`config.mk`:
```
export PLATFORM = sky130hd
export DESIGN_NAME = pipeline_hazard_controller
export DESIGN_NICKNAME = d
export VERILOG_FILES = /design/src/rtl/pipeline_hazard_controller.sv
export SDC_FILE = /design/constraint.sdc
export NUM_CORES = 1
export LEC_CHECK = 0
export CAP_MARGIN = 10
export CORE_UTILIZATION = 47
export DETAILED_ROUTE_END_ITERATION = 8
export MAX_ROUTING_LAYER = met4
export PLACE_DENSITY_LB_ADDON = 0.25
export SYNTH_ARGS = -nofsm -noshare
export SYNTH_HDL_FRONTEND = slang
export SYNTH_SLANG_ARGS = --single-unit
```
`constraint.sdc`:
```
create_clock -name clk -period 8.8 [get_ports clk]
set_clock_uncertainty 0.05 [all_clocks]
set_input_delay 2.64 -clock clk [delete_from_list [all_inputs] [get_ports clk]]
set_output_delay 2.64 -clock clk [all_outputs]
set_load 0.03 [all_outputs]
```
`src/rtl/pipeline_hazard_controller.sv`:
```
// pipeline_hazard_controller: load-use, branch-flush and data-memory stall control for a 5-stage pipeline
module pipeline_hazard_controller #(
  parameter int MEM_TIMEOUT = 64,
  parameter int CNT_W       = 16
) (
  input  logic             clk,
  input  logic             rst,
  input  logic             ID_EXE_MemRead,
  input  logic [4:0]       ID_EXE_rd,
  input  logic [4:0]       IF_ID_rs1,
  input  logic [4:0]       IF_ID_rs2,
  input  logic [6:0]       IF_ID_OPCODE,
  input  logic             branch_taken,
  input  logic             dmem_req,
  input  logic             dmem_ready,
  output logic             PC_Write,
  output logic             IF_ID_Write,
  output logic             IF_ID_Flush,
  output logic             ID_EXE_Bubble,
  output logic             pipe_hold,
  output logic [1:0]       state,
  output logic [CNT_W-1:0] stall_count,
  output logic             mem_timeout
);
  localparam int WW = $clog2(MEM_TIMEOUT + 1);
  typedef enum logic [1:0] {RUN = 2'd0, LU_STALL = 2'd1, MEM_WAIT = 2'd2, FLUSH = 2'd3} state_t;
  state_t state_q, state_d;
  logic [WW-1:0] wait_cnt, wait_nxt;
  logic use_rs1, use_rs2, hazard, memstall, br_eff, hz_eff;
  assign use_rs1  = !(IF_ID_OPCODE inside {7'h37, 7'h17, 7'h6f});
  assign use_rs2  = !(IF_ID_OPCODE inside {7'h03, 7'h13, 7'h1b, 7'h37, 7'h17, 7'h6f, 7'h67});
  assign hazard   = ID_EXE_MemRead && (ID_EXE_rd != 5'd0) &&
                    ((use_rs1 && ID_EXE_rd == IF_ID_rs1) || (use_rs2 && ID_EXE_rd == IF_ID_rs2));
  assign memstall = dmem_req && !dmem_ready;
  // FLUSH ignores the redirect that caused it; LU_STALL ignores the hazard it just resolved
  assign br_eff   = branch_taken && (state_q != FLUSH);
  assign hz_eff   = hazard && (state_q != LU_STALL);
  assign state    = state_q;
  assign wait_nxt = (state_q == MEM_WAIT && memstall) ?
                    ((wait_cnt == WW'(MEM_TIMEOUT)) ? wait_cnt : wait_cnt + 1'b1) : '0;
  // Priority: reset, memory stall, branch flush, load-use stall, normal flow
  always_comb begin
    state_d       = RUN;
    PC_Write      = 1'b1;
    IF_ID_Write   = 1'b1;
    IF_ID_Flush   = 1'b0;
    ID_EXE_Bubble = 1'b0;
    pipe_hold     = 1'b0;
    if (rst) begin
      PC_Write      = 1'b0;
      IF_ID_Write   = 1'b0;
      IF_ID_Flush   = 1'b1;
      ID_EXE_Bubble = 1'b1;
    end else if (memstall) begin
      state_d     = MEM_WAIT;
      PC_Write    = 1'b0;
      IF_ID_Write = 1'b0;
      pipe_hold   = 1'b1;
    end else if (br_eff) begin
      state_d       = FLUSH;
      IF_ID_Flush   = 1'b1;
      ID_EXE_Bubble = 1'b1;
    end else if (hz_eff) begin
      state_d       = LU_STALL;
      PC_Write      = 1'b0;
      IF_ID_Write   = 1'b0;
      ID_EXE_Bubble = 1'b1;
    end
  end
  // State, memory-wait watchdog and saturating stall counter
  always_ff @(posedge clk or posedge rst) begin
    if (rst) begin
      state_q     <= RUN;
      wait_cnt    <= '0;
      stall_count <= '0;
      mem_timeout <= 1'b0;
    end else begin
      state_q  <= state_d;
      wait_cnt <= wait_nxt;
      if (!PC_Write && stall_count != '1) stall_count <= stall_count + 1'b1;
      if (wait_nxt == WW'(MEM_TIMEOUT)) mem_timeout <= 1'b1;
    end
  end
endmodule

```
==> metrics <==
crit start category=input pin; H-tree depth=1; Synth top area share=41.2%; Total Nets Final=245; leak pwr=0.858 nW; CP Cell Sequence=clkdlybuf4s50_1 > nand3b_1 > a2bb2oi_1 > o21ai_0 > o311a_4 > clkdlybuf4s50_1; total design power=0.414 mW; dpl ws=1280 ps; largest net degree at the start of global routing=18; Pre-antenna DRT Iters=4; Fillers=271; synthesis-stage register bit count=26; Crit Path Max Fanout=17; post-synthesis sequential area ratio=41.2%; initial core utilization=50.5%; synthesized instance count=161; Max Freq=132 MHz; CTS Buf Count=3; Min Clock Period, post-route=7550 ps; most frequent cell after synthesis=dfrtp_1; hold_buf cts=0; Setup WS post-layout=1250 ps; synth top area cells=dfrtp_1 (41%), xor2_1 (11%), xnor2_1 (6.1%), nor2_1 (3.8%), nor3_1 (3.5%); Post-synth top cells=dfrtp_1 (26), xor2_1 (19), nor2_1 (16), nand2_1 (13); Worst-path clk slew=130 ps; first-pass GRT wire length=6.07 mm; Core Rows=20; max_slew headroom=26.0%; Data arrival, critical path=4860 ps; CORE AREA=3130 um^2; leading area contributor after synthesis=dfrtp_1; GR Util All Layers=23.2%; Sink Count=26; Mean Syn Cell Area=9.81 um^2; DIE AREA=3600 um^2; I/O pin cnt=52; post-cts resize count=0; DP HPWL=2.97 mm; Root Buffer Master=clkbuf_4; via count=1348; Post-synth EDFFs=0; initial antenna violation count=0; worst hold-check path type=reg -> reg; Post-Syn Area=1580 um^2; area delta synth->final=37.7%; Clock Path Buffers=2; kind of critical path=in -> out; Remaining Overflow, GRT=0; dominant synthesized flop cell=dfrtp_1; antenna-violating nets left=0; Synth cell types=36; Max stage delay on crit path=730 ps; Setup TNS Final=0 ps; drt drc=0; Ys Warns=0; status=complete, no violations; vias in the first global route=1340; CTS tree=yes; vias per inst=5.25; DRT iter0 DRCs=73; Critical Path End Type=output pin; Die H=60.0 um; port buffer count=51; Placer Congestion=0.803; ys async rst share=100%; max-slew violations=0; P per Cell Area=190 nW/um^2; period utilization=85.8%; Final Hold Vio Count=0; Crit path required time=6110 ps; syn_nets=192; max-cap violation count=0; share of cells above drive strength 1=7.98%; post-CTS setup buffer count=0; # setup viols final=0; final wirelength=3.76 mm; unrepaired setup endpoints after global routing=no; most used cell, CP=clkdlybuf4s50_1; CP bufs+invs=2; final core occ=69.5%; Max stage delay cell, worst path=clkdlybuf4s50_1; worst vdd ir=0.169 mV; delay-heaviest family, CP=buffers and inverters; post-DR wirelength/cell=14.6 um; Worst-Margin Slew=1100 ps; Die Span X=60.0 um; # diodes=0; clock latency on the worst-skew pair=330 ps
-- stage by stage --
step	cells	cell area, um^2	hold WS [ps]
2_1_floorplan	161	1580	494
3_3_place_gp	253	2120	409
3_5_place_dp	253	2120	404
4_1_cts	257	2170	435
5_1_grt	257	2170	447
6_report	257	2170	432
-- logic make-up after synthesis --
| family | after synthesis | synth area share (%) |
|---|---|---|
| compound gates | 13 | 5.86 |
| xor+xnor | 30 | 16.6 |
| mux | 3 | 2.30 |
| fa+ha+maj | 3 | 2.38 |
| buf+inv | 10 | 3.33 |
| flops | 26 | 41.2 |
| simple gates | 76 | 28.3 |
-- state kept, by name (all words and copies together), names as in the netlist --
| signal | flops |
|---|---|
| mem_timeout | 1 |
| stall_count | 16 |
| wait_cnt | 7 |
| state | 2 |
-- power breakdown --
group | total [mW] | internal (mW) | switching (mW)
combinational | 0.167 | 0.0786 | 0.0882
clock | 0.0813 | 0.0461 | 0.0352
sequential | 0.166 | 0.141 | 0.0251
-- final timing paths --
kind	to	cells after the start	slack, ps	from
max in group asynchronous	wait_cnt[2]	3	5410	rst
max reg2reg	stall_count[1]	7	5950	stall_count[5]
max	IF_ID_Write	6	1250	IF_ID_OPCODE[4]
min	mem_timeout	1	430	mem_timeout
min in group asynchronous	stall_count[12]	2	2670	rst
min reg2reg	mem_timeout	1	430	mem_timeout
-- area by class of cell --
type	instances	area [um^2]	area share (%)
tap	44	55.1	2.53
multi-input combinational	125	876	40.3
timing repair buffer	52	518	23.8
clock buffer	3	22.5	1.04
inverter	6	22.5	1.04
clock inverter	1	30.0	1.38
sequential	26	651	29.9
-- metal layers --
layer	track usage, %	vias up	share of wire [%]
met5	-	-	0
met4	5.65	0	1.1
met3	5.19	6	3.2
met2	40.0	31	54
met1	27.4	653	42
li1	-	658	-
-- layout by cell type, fill, tap and decap left out, types with 2 or more instances in the layout --
cell type and n:
clkdlybuf4s50_1 51, dfrtp_1 26, xor2_1 19, nor2_1 16, nand2_1 13, xnor2_1 11
nor3_1 11, nand3_1 9, inv_1 6, nor4_1 5, o21ai_0 5, a21oi_1 4
and3_1 4, ha_1 3, clkbuf_4 3, nand4_1 2, nand2b_1 2, nor4_4 2
nor3b_2 2, nor4b_2 2
Power figures use the tool's default switching activity.
==> RTL change: new RTL, same settings <==
Change the parameter `MEM_TIMEOUT` from 64 to 128.
--- a/src/rtl/pipeline_hazard_controller.sv
+++ b/src/rtl/pipeline_hazard_controller.sv
@@ -2,3 +2,3 @@
 module pipeline_hazard_controller #(
-  parameter int MEM_TIMEOUT = 64,
+  parameter int MEM_TIMEOUT = 128,
   parameter int CNT_W       = 16
Function: same outputs for any inputs over 10 cycles, from zero or initial values and one cycle with rst high; that may be too few to reach the edited logic, so the function may still have changed.
==> RTL change against the unedited design <==
  * Final cell count is 2.3% higher
  * Sequential share of layout area is 0.71 points higher
  * Routed wire length is 8.0% lower
  * Sequential cell count is 1 higher
  * Synthesized area is 3.6% higher
  * Power is 15% lower
  * Count of clock-buffer cells in the layout stayed put
  * Final area is 1.4% higher
  * Setup slack worse by 0.14 ns
  * Sequential power is 4% lower
==> RTL change: results (changes against the unedited design) <==
- The wire length of the first global-routing pass is 5690 um (-6.3%).
- The fraction of synthesized area in multiplexers came to 2.06% (-0.23 points).
- The fraction of layout cells with a size suffix above 1 is 9.22% (+1.2 points).
- The overall via count from detail_route is 1425 (+5.7%).
- The number of iterations in the first detailed-routing pass is 6 (+2).
- The synthesized netlist net count is 196 (+2.1%).
- The final RePlAce weighted congestion is 0.864 (+7.6%).
- The internal power of the cells is 0.000224 W (-16%).
- The post-layout net count is 249 (+1.6%).
- The placed wire-length estimate was 2750 um (-7.3%).
- The maximum fanout along the worst path is 16 (-1).
- The total length of routed wires was 3460 um (-8.0%).
- Ranked by instance count, the synthesized netlist is headed by 27 x sky130_fd_sc_hd__dfrtp_1, 22 x sky130_fd_sc_hd__xnor2_1, 15 x sky130_fd_sc_hd__nor2_1.
- The worst IR drop on VDD is 0.0000698 V (-59%).
- The data arrival time at the worst-slack endpoint came to 5.00 ns (+0.14 ns).
- The flow ran to the end, and the final reports show no timing, DRC or antenna violations.
- After synthesis, the cell types taking the most area are sky130_fd_sc_hd__dfrtp_1 41%, sky130_fd_sc_hd__xnor2_1 12%, sky130_fd_sc_hd__xor2_1 4.8%.
- The initial antenna violation count is 0 (unchanged).
- The maximum number of pins on one net before global-route repair is 17 (-1).
- The number of library cell types mapped by synthesis is 42 (+17%).
- The global-route total usage across every layer came to 21.3% (-2.0 points).
- The starting DRC count in detailed routing is 32 (-56%).
- The launching point of the worst reg2reg path is state[1].
- The adder and majority gate portion of the synthesized area is 2.29% (-0.084 points).
- The path class of the tightest hold or removal check is reg -> reg.
- The share of the synthesized netlist area taken by xor and xnor gates is 16.6% (-0.050 points).
- The leakage component of the power came to 0.889 nW (+3.5%).
- The filler cell count in the final layout is 276 (+1.8%).
- The placement row count is 21 (+5.0%).
- The sequential element share of the synthesized area is 41.3% (+0.080 points).
- The compound-cell area share of the yosys netlist is 7.19% (+1.3 points).
- The slew of the pin with the lowest slew margin was 0.570 ns (-0.534 ns).
- The launch point of the critical path is ID_EXE_rd[1].
[RTL change: cell count changes after synthesis, moves of 3 or more]
cell and delta:
sky130_fd_sc_hd__nand4_1 +9, sky130_fd_sc_hd__xnor2_1 +11, sky130_fd_sc_hd__o21ai_0 -4, sky130_fd_sc_hd__nor3_1 -3
sky130_fd_sc_hd__nand2_1 -4, sky130_fd_sc_hd__xor2_1 -10, sky130_fd_sc_hd__nor4_1 -3
[RTL change: cells by family after synthesis]
family,after synthesis
xor+xnor,31
flops,27
compound gates,14
buf+inv,9
fa+ha+maj,3
mux,3
simple gates,78
[RTL change: power by group through the flow]
stage / clock network (W) / logic, W / registers, W
after floorplan: 0 / 0.0000541 / 0.000190
after global placement: 0 / 0.000136 / 0.000160
after detailed placement: 0 / 0.000140 / 0.000162
after CTS: 0.0000545 / 0.000141 / 0.000159
after global routing: 0.0000604 / 0.000150 / 0.000162
final: 0.0000532 / 0.000139 / 0.000159
[RTL change: cell type report]
class	instances	area [sq um]	area share (%)
Clock buffer	3	22.5	1.02
Clock inverter	1	5.00	0.227
Inverter	5	18.8	0.851
Multi-Input combinational cell	129	908	41.2
Sequential cell	27	676	30.6
Tap cell	46	57.6	2.61
Timing Repair Buffer	52	518	23.5
[RTL change: routing by layer]
| metal | GRT usage [%] | share of wire (%) | up-vias |
|---|---|---|---|
| met5 | - | 0 | - |
| met4 | 4.87 | 0.72 | 0 |
| met3 | 3.15 | 4.6 | 2 |
| met2 | 39.9 | 53 | 45 |
| met1 | 23.6 | 41 | 684 |
| li1 | - | - | 694 |
[RTL change: per-stage QoR]
step,power (W),cell area (sq um),cells,setup slack (ns)
2_1_floorplan,0.000244,1640,165,1.91
3_3_place_gp,0.000296,2180,259,1.15
3_5_place_dp,0.000302,2180,259,1.10
4_1_cts,0.000354,2210,263,1.10
5_1_grt,0.000373,2210,263,0.962
6_report,0.000351,2210,263,1.11
[RTL change: critical path, cell delays in order]
cell and delay (ns):
sky130_fd_sc_hd__clkdlybuf4s50_1 0.47, sky130_fd_sc_hd__or4_1 0.55, sky130_fd_sc_hd__o221ai_2 0.18, sky130_fd_sc_hd__or3_4 0.17, sky130_fd_sc_hd__o211ai_4 0.17, sky130_fd_sc_hd__inv_1 0.14
sky130_fd_sc_hd__clkdlybuf4s50_1 0.68
[RTL change: path summary, 6_finish.rpt]
path                                        to  slack (ns)  cells after the start
worst max-delay path                  PC_Write        1.11                      7
worst min-delay path               mem_timeout        0.44                      1
worst max register to register  stall_count[1]        6.69                      5
worst min register to register     mem_timeout        0.44                      1
max in group asynchronous       stall_count[3]        5.37                      3
min in group asynchronous             state[1]        2.70                      2
